<file path="src/rtl/bcd_display_scheduler_if.sv">
// Display scheduler bus: producer controls, decoder loop and HEX outputs.
// slave = scheduler side, master = producer/decoder side.
interface bcd_display_scheduler_if #(
  parameter int NUM_DIGITS = 4
);
  logic                    enable;
  logic                    load;
  logic [4*NUM_DIGITS-1:0] value_bcd;
  logic                    blank_lead;
  logic [6:0]              leds_in;
  logic [3:0]              bcd_out;
  logic [7*NUM_DIGITS-1:0] hex_out;
  logic                    busy;
  logic                    frame_done;
  logic                    code_err;

  modport master (
    output enable, load, value_bcd,
    output blank_lead, leds_in,
    input  bcd_out, hex_out, busy,
    input  frame_done, code_err
  );

  modport slave (
    input  enable, load, value_bcd,
    input  blank_lead, leds_in,
    output bcd_out, hex_out, busy,
    output frame_done, code_err
  );
endinterface

</file>
<file path="src/rtl/bcd_display_scheduler.sv">
// Time-shares one BCD-to-7-seg decoder over NUM_DIGITS positions.
// MSB-first scan, leading-zero and invalid-code blanking, tear-free.
module bcd_display_scheduler #(
  parameter int NUM_DIGITS  = 4,
  parameter int REFRESH_DIV = 50000
) (
  input logic                   clk,
  input logic                   rst_n,
  bcd_display_scheduler_if.slave bus
);
  localparam int CW =
    (REFRESH_DIV > 1) ? $clog2(REFRESH_DIV) : 1;
  localparam int IW =
    (NUM_DIGITS > 1) ? $clog2(NUM_DIGITS) : 1;
  localparam logic [3:0] BLANK = 4'd13;

  typedef enum logic [1:0] {
    IDLE,
    DRIVE,
    CAPTURE
  } state_t;

  state_t                  state;
  state_t                  state_nx;
  logic [CW-1:0]           cnt;
  logic [4*NUM_DIGITS-1:0] pending;
  logic [4*NUM_DIGITS-1:0] shadow;
  logic [IW-1:0]           idx;
  logic                    zflag;
  logic [3:0]              code;
  logic [3:0]              mapped;
  logic                    start;
  logic                    last;
  logic                    bad;
  logic                    suppress;
  logic [3:0]              bcd_q;
  logic [7*NUM_DIGITS-1:0] hex_q;
  logic                    busy_q;
  logic                    done_q;
  logic                    err_q;

  assign bus.bcd_out    = bcd_q;
  assign bus.hex_out    = hex_q;
  assign bus.busy       = busy_q;
  assign bus.frame_done = done_q;
  assign bus.code_err   = err_q;

  always_ff @(posedge clk or negedge rst_n) begin
    if (!rst_n) begin
      cnt <= '0;
    end else if (!bus.enable) begin
      cnt <= '0;
    end else if (cnt == CW'(REFRESH_DIV - 1)) begin
      cnt <= '0;
    end else begin
      cnt <= cnt + 1'b1;
    end
  end

  always_ff @(posedge clk or negedge rst_n) begin
    if (!rst_n) begin
      pending <= '0;
    end else if (bus.load) begin
      pending <= bus.value_bcd;
    end
  end

  always_ff @(posedge clk or negedge rst_n) begin
    if (!rst_n) begin
      state <= IDLE;
    end else begin
      state <= state_nx;
    end
  end

  always_comb begin
    state_nx = state;
    unique case (state)
      IDLE:    if (start) state_nx = DRIVE;
      DRIVE:   state_nx = CAPTURE;
      CAPTURE: state_nx = last ? IDLE : DRIVE;
      default: state_nx = IDLE;
    endcase
  end

  // Suppression and invalid codes are exclusive: one needs 0, one >13.
  always_comb begin
    start    = bus.enable && (cnt == '0);
    last     = (idx == '0);
    code     = shadow[int'(idx)*4 +: 4];
    bad      = (code > BLANK);
    suppress = zflag && (code == 4'd0) && !last;
    mapped   = code;
    unique case (1'b1)
      bad:      mapped = BLANK;
      suppress: mapped = BLANK;
      default:  mapped = code;
    endcase
  end

  always_ff @(posedge clk or negedge rst_n) begin
    if (!rst_n) begin
      shadow <= '0;
      idx    <= '0;
      zflag  <= 1'b0;
      bcd_q  <= BLANK;
      hex_q  <= '1;
      busy_q <= 1'b0;
      done_q <= 1'b0;
      err_q  <= 1'b0;
    end else begin
      done_q <= 1'b0;
      unique case (state)
        IDLE: begin
          if (start) begin
            shadow <= pending;
            idx    <= IW'(NUM_DIGITS - 1);
            zflag  <= bus.blank_lead;
            busy_q <= 1'b1;
          end
        end
        DRIVE: begin
          bcd_q <= mapped;
          if (code != 4'd0) zflag <= 1'b0;
          if (bad) err_q <= 1'b1;
        end
        CAPTURE: begin
          hex_q[int'(idx)*7 +: 7] <= bus.leds_in;
          if (last) begin
            done_q <= 1'b1;
            busy_q <= 1'b0;
          end else begin
            idx <= idx - 1'b1;
          end
        end
        default: ;
      endcase
    end
  end
endmodule

</file>
<file path="src/flat_wrapper.sv">
// flat-port wrapper written by rule: the top's interface ports become plain ports
module bcd_display_scheduler_flat 
#(
  parameter int NUM_DIGITS  = 4,
  parameter int REFRESH_DIV = 50000
)
  (clk, rst_n, bus_enable, bus_load, bus_value_bcd, bus_blank_lead, bus_leds_in, bus_bcd_out, bus_hex_out, bus_busy, bus_frame_done, bus_code_err);
  bcd_display_scheduler_if #(.NUM_DIGITS(NUM_DIGITS)) bus_i ();
  input logic clk;
  input logic rst_n;
  input wire logic [$bits(bus_i.enable)-1:0] bus_enable;
  input wire logic [$bits(bus_i.load)-1:0] bus_load;
  input wire logic [$bits(bus_i.value_bcd)-1:0] bus_value_bcd;
  input wire logic [$bits(bus_i.blank_lead)-1:0] bus_blank_lead;
  input wire logic [$bits(bus_i.leds_in)-1:0] bus_leds_in;
  output wire logic [$bits(bus_i.bcd_out)-1:0] bus_bcd_out;
  output wire logic [$bits(bus_i.hex_out)-1:0] bus_hex_out;
  output wire logic [$bits(bus_i.busy)-1:0] bus_busy;
  output wire logic [$bits(bus_i.frame_done)-1:0] bus_frame_done;
  output wire logic [$bits(bus_i.code_err)-1:0] bus_code_err;
  assign bus_i.enable = bus_enable;
  assign bus_i.load = bus_load;
  assign bus_i.value_bcd = bus_value_bcd;
  assign bus_i.blank_lead = bus_blank_lead;
  assign bus_i.leds_in = bus_leds_in;
  assign bus_bcd_out = bus_i.bcd_out;
  assign bus_hex_out = bus_i.hex_out;
  assign bus_busy = bus_i.busy;
  assign bus_frame_done = bus_i.frame_done;
  assign bus_code_err = bus_i.code_err;
  bcd_display_scheduler #(.NUM_DIGITS(NUM_DIGITS), .REFRESH_DIV(REFRESH_DIV)) u_core (.clk(clk), .rst_n(rst_n), .bus(bus_i));
endmodule
</file>
<file path="config.mk">
export PLATFORM = sky130hd
export DESIGN_NAME = bcd_display_scheduler_flat
export DESIGN_NICKNAME = d
export VERILOG_FILES = /design/src/rtl/bcd_display_scheduler_if.sv /design/src/rtl/bcd_display_scheduler.sv /design/src/flat_wrapper.sv
export SDC_FILE = /design/constraint.sdc
export NUM_CORES = 1
export LEC_CHECK = 0
export BUFFER_PORTS_ARGS = -buffer_cell sky130_fd_sc_hd__buf_2
export CELL_PAD_IN_SITES_DETAIL_PLACEMENT = 2
export CELL_PAD_IN_SITES_GLOBAL_PLACEMENT = 2
export CORE_ASPECT_RATIO = 1.4
export CORE_UTILIZATION = 38
export DETAILED_ROUTE_END_ITERATION = 10
export PLACE_DENSITY_LB_ADDON = 0.1
export SLEW_MARGIN = 20
export SYNTH_ARGS = -nofsm -noshare
export SYNTH_HDL_FRONTEND = slang
export SYNTH_SLANG_ARGS = --single-unit
</file>
<file path="constraint.sdc">
create_clock -name clk -period 2.66 [get_ports clk]
set_input_delay 0.532 -clock clk [delete_from_list [all_inputs] [get_ports clk]]
set_output_delay 0.532 -clock clk [all_outputs]
set_load 0.005 [all_outputs]
</file>
==> impl_metrics.ini, run 1 <==
[run_status]
status = finished, final reports clean

[global_routing]
grt_pass1_wl_mm = 15.2
grt_max_degree = 44
gr-total-overflow = 0
globalRouteTotalUtil = 0.197
antenna_found_initial = 0
grt_pass1_vias = 2823

[flow_run]
maxCapViolations = 0

[route]
drt.antenna.violating_nets = 0
vias_per_cell = 5.17
vias = 2578
firstDrtPassIters = 4
finalWirelength_mm = 8.88
drtIter0Drc = 48
avgRoutedWirePerCell_um = 17.8
remaining_drc_errors = 0

[synth]
synthTopCellsByCount = dfrtp_1, mux2_2, dfstp_2
yosysSeqAreaShare = 0.599
synth_edf_count = 0
async_flop_share = 1.00
synth_mux_area_frac = 0.124
synthTopCellsByArea = dfrtp_1, dfstp_2, mux2_2, a22o_1, ha_1
synth_compound_area_frac = 0.0914
syn_avg_cell_area_um2 = 12.8
ys_seq_elements = 88
yosys.area_share.adder = 0.0234
synth_top_family_by_area = multiplexers
netlist_area_um2 = 3740
yosys_warnings = 0
yosys.area.top_type = dfrtp_1
synth_xor_xnor_area_share = 0.0281
ys.flop_type = dfrtp_1
yosysUniqueCellTypes = 42
synth_most_common_cell = dfrtp_1
yosys.area_share.simple = 0.109
syn_nets = 326
yosysTopAreaCellShare = 0.382
syn_inst = 291

[sta]
finalCritPeriodShare = 0.802
slew_viol_final = 0
rsz0062_at_grt = no
period_needed_ns = 2.13
fmax_mhz = 469
tns_ns = 0
setup_viol = 0
fin_skew_ns = 0.00574
hold_slack_ns = 0.192
hold_viol_final = 0
setup_slack_ns = 0.527
slew_headroom = 0.578
tightest_slew_ns = 0.631

[critical_path]
ff2ff_setup_slack_ns = 0.53
arrival_ns = 2.42
critPathRequiredTime_ns = 2.94
r2r_end = u_core.bus.hex_out[27]
crit_type = reg2reg
startpoint = u_core.idx[0]
critPathCapture = u_core.bus.hex_out[27]
critPathLaunchType = flop
reg2reg_depth = 5
r2r-start = u_core.idx[0]
crit_path_max_fanout = 10
cp-end-kind = flop

[cells_and_area]
drive_gt1_frac = 0.428
area_growth_pct = 22.7
n_antenna_cell = 0
stdcell_count = 499
nets = 397

[placement]
place_ws_ns = 0.551
dp_hpwl_mm = 6.62
gp_congestion = 0.754
io_buffers = 62
place_inst = 483

[power]
p_per_area_nw_per_um2 = 1030
leakage_nw = 2.04
ir_drop_mv = 0.398

[cts]
root_buffer = clkbuf_16
clkSinkCount = 88
clock_latency_ns = 0.35
ctsHoldBuffers = 0
cts_setup_buffers = 0
cts_tree = yes
cts_max_level = 3
cts_buffers = 9
cts-resized-gates = 0
cts_buffer_depth = 2
clk_pin_slew_ns = 0.06

[die]
rows = 42
dieHeight_um = 119
core_area_um2 = 9510
pin_count = 63
die_width_um = 85.8
start_util = 0.393
dieArea_um2 = 10200

[worst_hold_path]
worstHoldPathType = in2async
==> layout by cell type (no fill, tap or decap), types with 10 or more instances in the layout <==
cell	count
inv_1	12
xnor2_1	10
dfstp_2	31
buf_2	61
nand3_1	10
o21ai_0	10
nor2_1	18
mux2_2	32
dfrtp_1	57
nand2_1	23
a22o_1	20
==> cell type report <==
class	count	area [um2]
fillers	955	4930
flip-flops and latches	88	2240
multi-input cells	181	1410
repair buffers	70	385
clock buffers	9	225
well taps	132	165
clock inverters	7	119
inverters	12	45.0
==> how the worst min path moves through the flow <==
| stage | start | end | slack [ns] | cells after the start |
|---|---|---|---|---|
| detailed placement | u_core.bus.code_err | u_core.bus.code_err | 0.46 | 1 |
| global placement | u_core.bus.code_err | u_core.bus.code_err | 0.44 | 1 |
| floorplan | rst_n | u_core.bus.bcd_out[1] | 0.24 | 0 |
| global route | rst_n | u_core.bus.frame_done | 0.23 | 1 |
| finish | rst_n | u_core.bus.frame_done | 0.19 | 1 |
| CTS | rst_n | u_core.bus.frame_done | 0.22 | 1 |
==> stage by stage <==
stage                     power (mW)  utilization  cell area [um2]
after detailed placement        3.31        0.446             4240
after global routing            4.99        0.482             4590
after floorplan                 2.78            -             3740
after global placement          3.23        0.446             4240
final                           4.71        0.482             4590
after CTS                       4.79        0.482             4590
==> kinds of logic after synthesis <==
kind of cell,count (synthesis)
AOI/OAI and AO/OA,44
adders and majority gates,7
buffers and inverters,22
DFF,88
xor gates and xnor gates,12
and+or+nand+nor,81
muxes,37
==> registers in the layout, indices dropped and copies added, names as in the netlist, 2 cells and up <==
signal / count
u_core.shadow: 16
u_core.cnt: 16
u_core.bus.hex_out: 28
u_core.idx: 2
u_core.state: 2
u_core.bus.bcd_out: 4
u_core.pending: 16
==> worst max-delay path: stages, from the launching register on <==
cell     delay (ns)
dfrtp_1        0.53
buf_4          0.24
inv_1          0.11
ha_1           0.44
nor4_1         0.52
a22o_1         0.22
==> routing by layer <==
metal,global-route usage,part of all wire
met4,0.0948,0.024
met1,0.241,0.42
met5,0,0
met3,0.0291,0.032
met2,0.338,0.53
==> power by group <==
group          total, mW  internal, mW  switching (mW)
sequential          2.08          1.83           0.242
combinational       1.18         0.628           0.552
clock               1.46         0.919           0.538
total               4.71          3.38            1.33
Note: power is estimated with default switching activity, not from simulation.
==> inputs of run 2 (changes only) <==
--- a/config.mk
+++ b/config.mk
@@ -9,7 +9,7 @@
 export CELL_PAD_IN_SITES_DETAIL_PLACEMENT = 2
 export CELL_PAD_IN_SITES_GLOBAL_PLACEMENT = 2
 export CORE_ASPECT_RATIO = 1.4
-export CORE_UTILIZATION = 38
+export CORE_UTILIZATION = 34
 export DETAILED_ROUTE_END_ITERATION = 10
 export PLACE_DENSITY_LB_ADDON = 0.1
 export SLEW_MARGIN = 20
==> constraint.sdc (replaced) <==
create_clock -name clk -period 1.9 [get_ports clk]
set_input_delay 0.38 -clock clk [delete_from_list [all_inputs] [get_ports clk]]
set_output_delay 0.38 -clock clk [all_outputs]
set_load 0.005 [all_outputs]
==> run 2 against run 1 <==
Net effect:
- the flow now finishes with violations (setup timing)
- core utilization is 2.3 points lower
- cell count grew 5.4%
- non-clock buffer count increased by 21
- hold slack got worse by 0.11 ns
- critical endpoint is now u_core.zflag
- largest cell class unchanged
- highest routed layer unchanged
==> impl_metrics.ini, run 2 (synthesis results as in run 1) <==
[cts]
root_buffer = clkbuf_16
cts_max_level = 3
clk_pin_slew_ns = 0.06
cts_buffer_depth = 2
cts_buffers = 9
clock_latency_ns = 0.33
cts_tree = yes
clkSinkCount = 88

[worst_hold_path]
worstHoldPathType = in2async

[die]
start_util = 0.356
dieArea_um2 = 11400
dieHeight_um = 126
core_area_um2 = 10500
rows = 44
die_width_um = 90.6
pin_count = 63

[power]
ir_drop_mv = 0.595
power.switching_mw = 1.90
seq_power_share = 0.441
p_per_area_nw_per_um2 = 1370
power_frac_comb = 0.289
total_power_mw = 6.61
p_sw_frac = 0.287
leakage_nw = 2.15
pwr-share-clk = 0.270
intPower_mw = 4.72

[critical_path]
r2r_end = u_core.zflag
crit_path_max_fanout = 5
critPathRequiredTime_ns = 2.15
cp-end-kind = flop
crit_type = reg2reg
reg2reg_depth = 4
critPathLaunchType = flop
ff2ff_setup_slack_ns = -0.05
arrival_ns = 2.20
r2r-start = u_core.idx[0]

[cells_and_area]
stdcell_count = 526
drive_gt1_frac = 0.492
final_common_cell = buf_2
fin_area_um2 = 4830
finalCoreUtilization = 0.459
mostFrequentLayoutCells = buf_2, dfrtp_1, mux2_2, dfstp_2, buf_4
n_antenna_cell = 0
area_growth_pct = 29.1
largest_reg_flops = 28
fillerInstances = 1078
nets = 418

[sta]
tns_ns = -0.122
setup_viol = 4
tightest_slew_ns = 0.455
setup_slack_ns = -0.0488
finalCritPeriodShare = 1.03
slew_headroom = 0.697
rsz0062_at_grt = yes
slew_viol_final = 0
period_needed_ns = 1.95
hold_viol_final = 0
fmax_mhz = 513
fin_skew_ns = 0.00443

[placement]
io_buffers = 62
place_inst = 504
post_dp_cell_area_um2 = 4410
gp_congestion = 0.747
dp_hpwl_mm = 6.47

[run_status]
violations = setup timing
status = finished, violations left

[global_routing]
grt_max_degree = 89
globalRouteTotalUtil = 0.169
grt_pass1_wl_mm = 14.9
gr-total-overflow = 0
grt_pass1_vias = 2810
antenna_found_initial = 0

[route]
avgRoutedWirePerCell_um = 16.9
vias = 2609
vias_per_cell = 4.96
remaining_drc_errors = 0
finalWirelength_mm = 8.91
firstDrtPassIters = 4
drt.antenna.violating_nets = 0
drtIter0Drc = 72

[flow_run]
maxCapViolations = 0
## run 2: power groups by stage
stage                     Sequential, mW  Clock (mW)  Combinational, mW
after floorplan                     2.82           0               1.13
after global placement              2.93           0               1.80
after detailed placement            2.97           0               1.86
after CTS                           2.94        1.84               1.91
after global routing                3.00        1.91               2.11
final                               2.91        1.79               1.91
## run 2: metrics by stage
stage / setup WS, ns / hold slack, ns
floorplan: 0.00845 / 0.0844
global placement: -0.127 / 0.437
detailed placement: -0.175 / 0.458
CTS: -0.0754 / 0.104
global route: -0.133 / 0.119
finish: -0.0488 / 0.0838
## run 2: cell type report
type	count	area [um2]	area share
clock inverter	3	42.5	0.00881
clock buffer	13	260	0.0539
tap	138	173	0.0358
multi-input combinational	181	1510	0.313
sequential	88	2240	0.464
timing repair buffer	91	556	0.115
inverter	12	45.0	0.00933
## run 2: critical path: stages, from the launching register on
cell and delay, ns:
dfrtp_2 0.44, mux4_2 0.54, or4_4 0.57, a21bo_1 0.19, mux2i_1 0.13
## run 2: worst max-delay path by stage
stage | from | endpoint | slack [ns]
2_1_floorplan | u_core.idx[0] | u_core.bus.bcd_out[0] | 0.008
3_3_place_gp | u_core.idx[0] | u_core.bus.bcd_out[0] | -0.13
3_5_place_dp | u_core.idx[0] | u_core.bus.hex_out[18] | -0.18
4_1_cts | u_core.idx[0] | u_core.zflag | -0.08
5_1_grt | u_core.idx[0] | u_core.zflag | -0.13
6_report | u_core.idx[0] | u_core.zflag | -0.05
## run 2: what timing repair did
| item | in CTS | in global routing |
|---|---|---|
| pin swaps | 3 | 3 |
| hold buffers | 0 | 0 |
| cloned | 0 | 0 |
| gates resized for setup | 7 | 9 |
| buffers inserted | 3 | 3 |
| setup endpoints to repair | 41 | 59 |
## run 2: layer usage
| metal | routed length (um) | share of wire | global-route usage | vias to the layer above |
|---|---|---|---|---|
| li1 | - | - | - | 1218 |
| met1 | 3610 | 0.40 | 0.204 | 1333 |
| met2 | 4860 | 0.55 | 0.298 | 48 |
| met3 | 305 | 0.034 | 0.0362 | 10 |
| met4 | 133 | 0.015 | 0.0569 | 0 |
| met5 | 0 | 0 | 0 | - |
==> inputs of run 3 (changes only) <==
--- a/config.mk
+++ b/config.mk
@@ -9,7 +9,8 @@
 export CELL_PAD_IN_SITES_DETAIL_PLACEMENT = 2
 export CELL_PAD_IN_SITES_GLOBAL_PLACEMENT = 2
 export CORE_ASPECT_RATIO = 1.4
-export CORE_UTILIZATION = 34
+export CORE_UTILIZATION = 35
+export CTS_BUF_LIST = sky130_fd_sc_hd__clkbuf_8
 export DETAILED_ROUTE_END_ITERATION = 10
 export PLACE_DENSITY_LB_ADDON = 0.1
 export SLEW_MARGIN = 20
==> run 3 against run 2 <==
Net effect:
- the run still ends with setup timing left
- sequential share of layout area about the same
- combinational power up 12%
- via count grew 2.0%
- clock power fell by 18%
- non-clock buffer count rose by 10
- fmax shrank 1.7%
- setup slack worse by 0.034 ns
- count of clock-buffer cells in the layout fell by 2
- core utilization grew 0.50 points
- sequential cell count unchanged
- total power is 1.2% lower
- critical endpoint unchanged
- largest cell class unchanged
- largest power group unchanged
==> impl_metrics.ini, run 3 (synthesis results as in run 1) <==
[run_status]
status = finished, violations left
violations = setup timing

[sta]
fmax_mhz = 504
setup_viol = 5
hold_viol_final = 0
rsz0062_at_grt = yes
period_needed_ns = 1.98
tns_ns = -0.239
finalCritPeriodShare = 1.04
tightest_slew_ns = 0.376
slew_headroom = 0.749
slew_viol_final = 0
hold_slack_ns = 0.254
fin_skew_ns = 0.0103
setup_slack_ns = -0.0831

[global_routing]
globalRouteTotalUtil = 0.182
grt_pass1_vias = 2964
grt_util_met1 = 0.218
top_usage_layer = met2
gr-total-overflow = 0
antenna_found_initial = 0
grt_max_degree = 38
grt_pass1_wl_mm = 15.1
gr-usage-met2 = 0.321
grt_use_met3 = 0.0345

[die]
dieArea_um2 = 11100
die_width_um = 89.4
rows = 44
dieHeight_um = 124
pin_count = 63
start_util = 0.359
core_area_um2 = 10400

[critical_path]
crit_family = multiplexers
critical_path.cell_chain = buf_6 -> mux4_2 -> or4_4 -> a21bo_1 -> mux2i_1
arrival_ns = 2.25
critical_path.max_stage_delay_ns = 0.53
crit_path_max_fanout = 5
slowest_stage = or4_4
critPathLaunchType = flop
cp-end-kind = flop
crit_type = reg2reg
critPathRequiredTime_ns = 2.17
path_buf_inv = 1

[flow_run]
maxCapViolations = 0

[cells_and_area]
area_growth_pct = 29.2
largest_reg_flops = 28
nets = 428
stdcell_count = 536
mostFrequentLayoutCells = buf_2, dfrtp_1, buf_4, mux2_2, dfstp_2
final_common_cell = buf_2
drive_gt1_frac = 0.500
finalCoreUtilization = 0.464
n_antenna_cell = 0
fin_area_um2 = 4830

[placement]
place_inst = 512
place_ws_ns = -0.126
io_buffers = 62
gp_congestion = 0.736
dp_hpwl_mm = 6.90
post_dp_cell_area_um2 = 4470

[route]
drt.antenna.violating_nets = 0
remaining_drc_errors = 0
drtIter0Drc = 77
vias = 2661
firstDrtPassIters = 4
avgRoutedWirePerCell_um = 17.3
vias_per_cell = 4.96
finalWirelength_mm = 9.25

[power]
total_power_mw = 6.54
ir_drop_mv = 0.524
leakage_nw = 2.16
p_per_area_nw_per_um2 = 1350

[worst_hold_path]
worstHoldPathType = in2reg

[cts]
clock_latency_ns = 0.36
root_buffer = clkbuf_8
cts_max_level = 3
cts_buffers = 9
clk_pin_slew_ns = 0.09
cts_tree = yes
cts_buffer_depth = 2
clkSinkCount = 88
## run 3: changes by cell type in the layout (fill, tap and decap cells not counted), moves of 2 or more
cell and change:
clkbuf_1 -2, clkbuf_16 -9, dfrtp_2 +2, dfrtp_1 -2, clkbuf_8 +9, buf_4 +7
buf_6 +2
## run 3: where the power goes
part	switching [mW]	leakage (nW)	internal, mW
Sequential	0.358	1.02	2.57
Combinational	0.944	1.02	1.20
Clock	0.660	0.117	0.811
## run 3: worst paths after layout
| kind | start | endpoint | slack, ns | cells past startpoint |
|---|---|---|---|---|
| max in group asynchronous | rst_n | u_core.bus.hex_out[11] | 0.81 | 3 |
| setup reg to reg | u_core.idx[0] | u_core.zflag | -0.08 | 5 |
| setup / recovery | u_core.idx[0] | u_core.zflag | -0.08 | 5 |
| min in group asynchronous | rst_n | u_core.shadow[0] | 0.50 | 2 |
| hold / removal | bus_value_bcd[11] | u_core.pending[11] | 0.25 | 2 |
| hold reg to reg | u_core.bus.hex_out[26] | u_core.bus.hex_out[26] | 0.49 | 2 |
## run 3: layout make-up
cell class | count | area, um2
clock buffers | 11 | 151
clock inverters | 5 | 80.1
fillers | 1086 | 5580
inverters | 12 | 47.5
multi-input cells | 181 | 1490
flip-flops and latches | 88 | 2240
well taps | 138 | 173
repair buffers | 101 | 641
## run 3: layer usage
layer  vias to the layer above  routed length, um
li1                       1239                  -
met5                         -                  0
met1                      1367               3720
met2                        46               5080
met3                         9                304
met4                         0                138
## run 3: worst reg2reg max path, stage by stage, from the launching register on
cell	delay, ns
dfrtp_2	0.43
buf_6	0.11
mux4_2	0.50
or4_4	0.53
a21bo_1	0.19
mux2i_1	0.14
## run 3: what timing repair did
action	CTS	global route
endpoints found under the setup margin	9	49
gates resized for setup	4	13
setup buffers	2	5
hold buffers	1	0
endpoints found under the hold margin	4	0
pin swaps	3	6
